<file path="src/rtl/tinst_sched.sv">
// tinst_sched: in-order tile-instruction scheduler feeding the systolic-array
// single-entry issue port. Buffers up to DEPTH instructions, enforces the
// A-loaded / C-valid / array-drain hazards and drops illegal TMMAs with an
// error pulse.
// Optional build macro TSCHED_PERF_CNT_EN adds saturating performance counters.

`ifndef TINST_TYPE_WIDTH
`define TINST_TYPE_WIDTH 2
`endif
`ifndef TLOAD_DATAW_WIDTH
`define TLOAD_DATAW_WIDTH 2
`endif
`ifndef ADDR_WIDTH
`define ADDR_WIDTH 32
`endif
`ifndef TMMA_PRECISION_WIDTH
`define TMMA_PRECISION_WIDTH 3
`endif

module tinst_sched #(
    parameter int unsigned DEPTH        = 4,
    parameter int unsigned DRAIN_CYCLES = 40,
    parameter int unsigned CNT_W        = 6
) (
    input  logic                             clk,
    input  logic                             rst,
    input  logic                             flush_i,
    input  logic                             enq_valid_i,
    output logic                             enq_ready_o,
    input  logic [`TINST_TYPE_WIDTH-1:0]     enq_type_i,
    input  logic [`TLOAD_DATAW_WIDTH-1:0]    enq_data_width_i,
    input  logic [`ADDR_WIDTH-1:0]           enq_addr0_i,
    input  logic [`ADDR_WIDTH-1:0]           enq_addr1_i,
    input  logic [`TMMA_PRECISION_WIDTH-1:0] enq_precision_i,
    input  logic                             enq_acc_i,
    output logic                             issue_valid_o,
    input  logic                             issue_ready_i,
    output logic [`TINST_TYPE_WIDTH-1:0]     issue_type_o,
    output logic [`TLOAD_DATAW_WIDTH-1:0]    issue_data_width_o,
    output logic [`ADDR_WIDTH-1:0]           issue_addr0_o,
    output logic [`ADDR_WIDTH-1:0]           issue_addr1_o,
    output logic [`TMMA_PRECISION_WIDTH-1:0] issue_precision_o,
    output logic                             issue_acc_o,
    output logic                             err_o,
    output logic [1:0]                       err_code_o,
    output logic [$clog2(DEPTH):0]           q_count_o,
    output logic                             busy_o
`ifdef TSCHED_PERF_CNT_EN
    ,
    output logic [31:0]                      perf_issued_o,
    output logic [31:0]                      perf_drain_stall_o,
    output logic [31:0]                      perf_ready_stall_o
`endif
);

    localparam int unsigned PW = $clog2(DEPTH);
    localparam int unsigned CW = PW + 1;

    typedef enum logic [`TINST_TYPE_WIDTH-1:0] {
        TI_TMMA       = 0,
        TI_PRELOADA   = 1,
        TI_PRELOADC   = 2,
        TI_POSTSTOREC = 3
    } tinst_e;

    typedef enum logic [2:0] {
        S_IDLE,
        S_CHECK,
        S_ISSUE,
        S_DRAIN,
        S_ERR
    } state_e;

    typedef struct packed {
        logic [`TINST_TYPE_WIDTH-1:0]     typ;
        logic [`TLOAD_DATAW_WIDTH-1:0]    dw;
        logic [`ADDR_WIDTH-1:0]           addr0;
        logic [`ADDR_WIDTH-1:0]           addr1;
        logic [`TMMA_PRECISION_WIDTH-1:0] prec;
        logic                             acc;
    } entry_t;

    entry_t          mem [DEPTH];
    entry_t          head;
    logic [PW-1:0]   wr_ptr;
    logic [PW-1:0]   rd_ptr;
    logic [CW-1:0]   count;
    state_e          state;
    state_e          state_next;
    logic            a_loaded;
    logic            c_valid;
    logic [CNT_W-1:0] drain_cnt;
    logic [1:0]      err_code;
    logic [1:0]      err_code_next;
    logic            enq;
    logic            deq;
    logic            hs;

    assign enq_ready_o = (count != CW'(DEPTH));
    assign enq         = enq_valid_i && enq_ready_o;
    assign head        = mem[rd_ptr];

    assign issue_valid_o      = (state == S_ISSUE);
    assign issue_type_o       = head.typ;
    assign issue_data_width_o = head.dw;
    assign issue_addr0_o      = head.addr0;
    assign issue_addr1_o      = head.addr1;
    assign issue_precision_o  = head.prec;
    assign issue_acc_o        = head.acc;
    assign err_o              = (state == S_ERR);
    assign err_code_o         = err_code;
    assign q_count_o          = count;
    assign busy_o             = (count != '0) || (drain_cnt != '0);

    // Queue storage: payload only, no reset needed.
    always_ff @(posedge clk) begin
        if (enq && !flush_i) begin
            mem[wr_ptr] <= '{typ:   enq_type_i,
                             dw:    enq_data_width_i,
                             addr0: enq_addr0_i,
                             addr1: enq_addr1_i,
                             prec:  enq_precision_i,
                             acc:   enq_acc_i};
        end
    end

    // Next-state, dequeue and error-code decisions for the head entry.
    always_comb begin
        state_next    = state;
        deq           = 1'b0;
        hs            = 1'b0;
        err_code_next = err_code;
        case (state)
            S_IDLE: begin
                if (count != '0) state_next = S_CHECK;
            end
            S_CHECK: begin
                if (head.typ == TI_TMMA && !a_loaded) begin
                    state_next    = S_ERR;
                    err_code_next = 2'd1;
                end else if (head.typ == TI_TMMA && head.acc && !c_valid) begin
                    state_next    = S_ERR;
                    err_code_next = 2'd2;
                end else if (head.typ == TI_POSTSTOREC && drain_cnt != '0) begin
                    state_next = S_DRAIN;
                end else begin
                    state_next = S_ISSUE;
                end
            end
            S_ISSUE: begin
                if (issue_ready_i) begin
                    hs         = 1'b1;
                    deq        = 1'b1;
                    state_next = (count == CW'(1) && !enq) ? S_IDLE : S_CHECK;
                end
            end
            S_DRAIN: begin
                // Leave as the counter reaches zero so POSTSTOREC is offered
                // in the first cycle the counter reads zero.
                if (drain_cnt <= CNT_W'(1)) state_next = S_ISSUE;
            end
            S_ERR: begin
                deq        = 1'b1;
                state_next = (count == CW'(1) && !enq) ? S_IDLE : S_CHECK;
            end
            default: state_next = S_IDLE;
        endcase
    end

    // Control state: FSM, pointers, occupancy, hazard flags, drain counter.
    always_ff @(posedge clk or posedge rst) begin
        if (rst) begin
            state     <= S_IDLE;
            wr_ptr    <= '0;
            rd_ptr    <= '0;
            count     <= '0;
            a_loaded  <= 1'b0;
            c_valid   <= 1'b0;
            drain_cnt <= '0;
            err_code  <= '0;
        end else if (flush_i) begin
            state     <= S_IDLE;
            wr_ptr    <= '0;
            rd_ptr    <= '0;
            count     <= '0;
            a_loaded  <= 1'b0;
            c_valid   <= 1'b0;
            drain_cnt <= '0;
        end else begin
            state    <= state_next;
            err_code <= err_code_next;
            if (enq) wr_ptr <= wr_ptr + PW'(1);
            if (deq) rd_ptr <= rd_ptr + PW'(1);
            count <= count + CW'(enq) - CW'(deq);
            if (hs) begin
                case (head.typ)
                    TI_PRELOADA:   a_loaded <= 1'b1;
                    TI_PRELOADC:   c_valid  <= 1'b1;
                    TI_TMMA:       c_valid  <= 1'b1;
                    TI_POSTSTOREC: c_valid  <= 1'b0;
                    default: ;
                endcase
            end
            if (hs && head.typ == TI_TMMA) begin
                drain_cnt <= CNT_W'(DRAIN_CYCLES);
            end else if (drain_cnt != '0) begin
                drain_cnt <= drain_cnt - CNT_W'(1);
            end
        end
    end

`ifdef TSCHED_PERF_CNT_EN
    logic [31:0] perf_issued;
    logic [31:0] perf_drain;
    logic [31:0] perf_ready;

    // Saturating event counters; cleared by rst only.
    always_ff @(posedge clk or posedge rst) begin
        if (rst) begin
            perf_issued <= '0;
            perf_drain  <= '0;
            perf_ready  <= '0;
        end else begin
            if (hs && !flush_i && perf_issued != '1) perf_issued <= perf_issued + 32'd1;
            if (state == S_DRAIN && perf_drain != '1) perf_drain <= perf_drain + 32'd1;
            if (state == S_ISSUE && !issue_ready_i && perf_ready != '1) perf_ready <= perf_ready + 32'd1;
        end
    end

    assign perf_issued_o      = perf_issued;
    assign perf_drain_stall_o = perf_drain;
    assign perf_ready_stall_o = perf_ready;
`endif

endmodule

</file>
<file path="config.mk">
export PLATFORM = sky130hd
export DESIGN_NAME = tinst_sched
export DESIGN_NICKNAME = d
export VERILOG_FILES = /design/src/rtl/tinst_sched.sv
export SDC_FILE = /design/constraint.sdc
export NUM_CORES = 1
export LEC_CHECK = 0
export CELL_PAD_IN_SITES_DETAIL_PLACEMENT = 1
export CELL_PAD_IN_SITES_GLOBAL_PLACEMENT = 1
export CORE_ASPECT_RATIO = 1.4
export CORE_MARGIN = 1
export CORE_UTILIZATION = 53
export CTS_BUF_LIST = sky130_fd_sc_hd__clkbuf_2
export DETAILED_ROUTE_END_ITERATION = 10
export PLACE_DENSITY = 0.85
export REMOVE_ABC_BUFFERS = 1
export SLEW_MARGIN = 5
export SYNTH_ARGS = -nofsm -noshare
export SYNTH_HDL_FRONTEND = slang
export SYNTH_SLANG_ARGS = --single-unit
export TNS_END_PERCENT = 10
</file>
<file path="constraint.sdc">
create_clock -name clk -period 7.6 [get_ports clk]
set_input_delay 0.76 -clock clk [delete_from_list [all_inputs] [get_ports clk]]
set_output_delay 0.76 -clock clk [all_outputs]
set_load 0.03 [all_outputs]
</file>
After elaboration in Yosys (flattened, before gate mapping)
Memories as Yosys holds them, arrays and structs flattened.
Index checks and enable logic that the tools add are counted.
{ "op_classes": {"addsub": 5, "n_reduce_logical": 29, "muxes": 30, "bitwise": 1, "order_cmp": 1, "eq_ne": 12} }
{ "ops": {"columns": ["cell", "count"], "rows": [
  ["3-bit 2-to-1 mux", 7],
  ["6-bit 2-to-1 mux", 3],
  ["3-bit one-hot mux with 5 select lines", 1],
  ["2-bit 2-to-1 mux", 6],
  ["1-bit 2-to-1 mux", 11],
  ["2-bit nonzero test", 5],
  ["3-bit != test, second input constant", 3],
  ["3-bit nonzero test", 3],
  ["1-bit logical AND", 8],
  ["3-bit by 1-bit equality test with 1-bit output, second input constant", 2],
  ["3-bit by 2-bit equality test with 1-bit output, second input constant", 2],
  ["6-bit by 1-bit less-or-equal comparator with 1-bit output, second input constant", 1],
  ["3-bit AND reduction", 2],
  ["6-bit nonzero test", 1],
  ["6-bit by 1-bit subtractor with 6-bit output, second input constant", 1],
  ["2-bit by 1-bit adder with 2-bit output, second input constant", 2],
  ["2-bit equality test, second input constant", 2],
  ["1-bit zero test", 4],
  ["1-bit one-hot mux with 2 select lines", 2],
  ["2-bit AND reduction", 2],
  ["3-bit by 1-bit adder with 3-bit output", 1],
  ["3-bit equality test, second input constant", 1],
  ["3-bit zero test", 1],
  ["3-bit by 2-bit != test with 1-bit output, second input constant", 1],
  ["6 further kinds", 6]
]} }
{ "totals": {"n_memories": 1, "inputBits": 77, "out_inout_bits": 81, "elab_cells": 87, "ram_bits": 288, "register_bits": 20} }
{ "memory_table": {"columns": ["memory", "words", "word_bits", "rd", "rd_clocked_by_memory_dff", "write_ports", "line", "rtl"], "rows": [
  ["mem", 4, 72, 1, 0, 1, "83", "entry_t mem [DEPTH];"]
]} }

Longest topological paths before layout
{ "logic_depth": {"ltp_word": 8, "ltp_mapped": 10, "ltp_nobuf": 9} }

Worst setup path after synthesis
Ideal clock, no wire load.
{ "synth_timing": {"kind": "register to register", "startpoint": "reg count[1] (netlist: q_count_o[1])", "endpoint": "mem mem[0][0] (netlist name) (enable)", "path_stages_with_launch": 5, "required_ns": 7.162, "path_slack_ns": 4.229, "setup_ns": 0.438, "period_less_slack_ns": 3.371, "path_buffers": 0, "arrival_time_ns": 2.932, "cell_sequence": "dfrtp_1 -> or3b_2 -> nand2_1 -> nor2_1 -> and2_1"} }
{ "synth_between": {"elab_chain_cells": 5} }
{ "synth_lines": {"columns": ["element", "line", "rtl"], "rows": [
  ["from (decl)", "87", "logic [CW-1:0] count;"],
  ["from (signal assigned)", "194", "count <= count + CW'(enq) - CW'(deq);"],
  ["3-bit != test", "99", "assign enq_ready_o = (count != CW'(DEPTH));"],
  ["net enq_ready_o", "29", "output logic enq_ready_o,"],
  ["1-bit logical AND", "100", "assign enq = enq_valid_i && enq_ready_o;"],
  ["1-bit logical AND", "117", "if (enq && !flush_i) begin"],
  ["1-bit 2-to-1 mux", "117", null],
  ["1-bit 2-to-1 mux (implied by the code)", "118", "mem[wr_ptr] <= '{typ: enq_type_i,"],
  ["to (decl)", "83", null]
]} }
The timed path passes the listed nets, and every way through them passes these cells.

Worst setup path after layout
{ "layout_timing": {"startpoint": "reg rd_ptr[0]", "endpoint": "out issue_type_o[0]"} }
{ "layout_between": {"elab_chain_cells": 1} }
{ "layout_lines": {"columns": ["element", "line", "rtl"], "rows": [
  ["from (decl)", "86", "logic [PW-1:0] rd_ptr;"],
  ["from (signal assigned)", "193", "if (deq) rd_ptr <= rd_ptr + PW'(1);"],
  ["memory read 4 x 72 bit", null, null],
  ["to (decl)", "38", "output logic [`TINST_TYPE_WIDTH-1:0] issue_type_o,"]
]} }
Every way passes these cells.

==> results.md <==
* Global-route wire length before repair at 37400 µm
* Antenna-violating nets left at 0
* Cell Chain, Critical Path: buf_4, mux4_2, clkdlybuf4s50_1
* Pin count of the biggest net entering global routing at 75
* Die area at between 20000 and 25000 µm²
* Synthesized flop and latch total at 308
* PortBufs at 157
* Share of layout cells above drive strength 1 at 0.252
* Layout Nets at 806
* DRC violation count after routing at 0
* Vias/cell at 5.61
* Total gr overflow at 0
* Ys Warns at 0
* Worst slew margin at 0.246
* CTS clk-pin slew, worst paths at 0.10 ns
* Pre-antenna DRT Iters at 4
* Synth top area cells: edfxtp_1 (75%), mux4_2 (14%), dfrtp_1 (4.3%)
* Sequential power share at 0.518
* Via count at around 5800
* Fin area at 14000 µm²
* Final setup viols at 0
* Htree depth at 3
* Sink Count at 308
* Worst path required time at 6.84 ns
* Hold Fails Final Rpt at 0
* GRT Total Usage at 0.231
* PostCTS Resize Cnt at 0
* CTS tree: done
* Most used DFF post-synth: edfxtp_1
* Worst-margin pin slew at 1.13 ns
* Drt wl/cell at 24.0 µm
* Area added between synthesis and finish at 21.1%
* Run status: finished, final reports clean
* RSZ-0062 raised after global routing: false
* Placed Area at 13400 µm²
* Tmin final at 4.57 ns
* CP arrival at about 3.8 ns
* CP Max Fanout at 49
* Die Ht at 177 µm
* Sw power at 1.20 mW
* Site row count at 63
* DP HPWL at 15100 µm
* Setup_tns at 0 ns
* Clk_lat worst skew at 0.80 ns
* Fin util at 0.659
* Seq/Total Area, Yosys at 0.790
* Top post-synthesis cells by count: edfxtp_1 (288), mux4_2 (71), dfrtp_1 (20), nor2_1 (17), inv_1 (13)
* Synth top area share at 0.746
* Initial antenna violation count at 2
* FILL cells at 1819
* Vias in the first global route at roughly 6600
* Post-CTS Hold Buffers at 0
* Total wire length at 24700 µm
* Yosys cell types at 46
* Fmax at 219 MHz
* Worst clock skew at 0.0435 ns
* Post-Syn Area at 11600 µm²
* Worst hold path class: input port to async pin
* Net Sw Frac at 0.301
* Final period util at 0.601
* Syn avg cell area at 22.8 µm²
* Total CTS buffers at 71
* Worst VDD drop at 0.209 mV
* Hold Worst Slack at 0.439 ns
* Post-synth ARST share at 0.0649
* Initial Util at 0.544
* CTS max path bufs at 3
* Reg2Reg Depth at 5
* Clock power frac at 0.251
* Starting DRT DRC Count at 231
* Area of the core at 21300 µm²
* Most common cell in the netlist: edfxtp_1
* Crit-path slowest cell: buf_4
* EDFF count, synth at between 200 and 300
* Pleak at ~4.6 nW
* Synth Instances at 508
* P_int at 2.78 mW
* Combinational share of power at 0.231
* Slowest Stage Delay on Critical Path at 0.83 ns
* Gpl congestion at around 0.77
* Max Transition Viols Final at 0
* Setup bufs post-CTS at 0
* Largest area contributor in the netlist: edfxtp_1
* Max-cap violation count at 0
* Die X at about 130 µm
* Pwr Density at between 200 and 300 nW/µm²
* Crit. End Element: output port
* Num ports at roughly 160
* CP Class: flop to output port
* Clk root buf: clkbuf_2
* Worst setup SP type: flop
-- cells by family (layout without fill, tap and decap cells) --
logic type	after synthesis	count (layout)	synth area share
AOI/OAI and AO/OA	24	24	0.0144
other	0	1	0
buffers and inverters	33	292	0.0124
DFF	308	308	0.790
adders and majority gates	11	11	0.0123
muxes	74	74	0.141
and+or+nand+nor	50	50	0.0246
xor gates and xnor gates	8	8	0.00605
-- path summary, 6_finish.rpt --
| kind | startpoint | end | slack (ns) |
|---|---|---|---|
| min in group clk | err_code_o[1] | err_code_o[1] | 0.51 |
| setup / recovery | rd_ptr[0] | issue_type_o[0] | 3.03 |
| max in group asynchronous | rst | rd_ptr[0] | 6.53 |
| hold reg to reg | err_code_o[1] | err_code_o[1] | 0.51 |
| hold / removal | rst | drain_cnt[5] | 0.44 |
| setup reg to reg | rd_ptr[0] | drain_cnt[0] | 4.35 |
-- worst max-delay path: cells and delay by family (launching register included) --
kind / cells / cell delay (ns)
buffers and inverters: 2 / 1.46
DFF: 1 / 0.81
muxes: 1 / 0.68
-- final cells by class --
class	count	area [µm²]	share of cell area
Clock inverter	19	100	0.00714
Antenna cell	1	2.50	0.000178
Sequential cell	308	9160	0.653
Inverter	13	48.8	0.00348
Tap cell	260	325	0.0232
Clock buffer	102	510	0.0364
Multi-Input combinational cell	167	2300	0.164
Timing Repair Buffer	158	1580	0.113
-- power groups by stage --
stage | Sequential, mW | Clock, mW | Combinational (mW)
after global routing | 2.08 | 1.10 | 0.978
after global placement | 2.08 | 0 | 0.898
after detailed placement | 2.10 | 0 | 0.930
final | 2.06 | 0.999 | 0.919
after floorplan | 2.12 | 0 | 0.537
after CTS | 2.06 | 1.04 | 0.936
-- layout by cell type (no fill, tap or decap), types with 2 or more instances in the layout --
| master | synthesis | routed |
|---|---|---|
| nor4_1 | 2 | 2 |
| ha_1 | 9 | 9 |
| or4b_2 | 2 | 2 |
| o32ai_1 | 2 | 2 |
| a21oi_1 | 10 | 10 |
| nand2b_1 | 3 | 3 |
| clkinv_1 | 0 | 15 |
| inv_1 | 13 | 13 |
| nand2_1 | 6 | 6 |
| o21ai_0 | 2 | 2 |
| and2_4 | 0 | 4 |
| edfxtp_1 | 288 | 288 |
| nor2_1 | 17 | 17 |
| dfrtp_4 | 0 | 2 |
| dfrtp_1 | 20 | 18 |
| mux2i_1 | 2 | 2 |
| clkinv_2 | 0 | 2 |
| xor2_1 | 2 | 2 |
| xnor2_1 | 6 | 6 |
| nand3_1 | 2 | 2 |
| clkbuf_2 | 0 | 102 |
| mux4_2 | 71 | 71 |
| a211oi_1 | 2 | 2 |
| or3_1 | 2 | 2 |
| nor2b_1 | 2 | 2 |
| clkdlybuf4s50_1 | 0 | 157 |
-- per-stage QoR --
stage	worst slack (ns)	power, mW	std cells
after floorplan	3.09	2.66	488
after global placement	3.80	2.98	906
after detailed placement	3.76	3.03	906
after CTS	2.85	4.03	1027
after global routing	2.69	4.15	1028
final	3.03	3.98	1028
-- layer usage --
layer,track usage,vias up,share of wire
met5,0,-,0
met4,0.0957,0,0.023
met3,0.0580,35,0.051
met2,0.427,175,0.56
met1,0.251,2995,0.36
li1,-,2564,-
-- registers in the layout, summed over array words and instances (netlist names) --
name / count
mem: 288
drain_cnt: 6
q_count_o: 3
state: 3
err_code_o: 2
rd_ptr: 2
wr_ptr: 2
a_loaded: 1
c_valid: 1
Power figures use the tool's default switching activity.
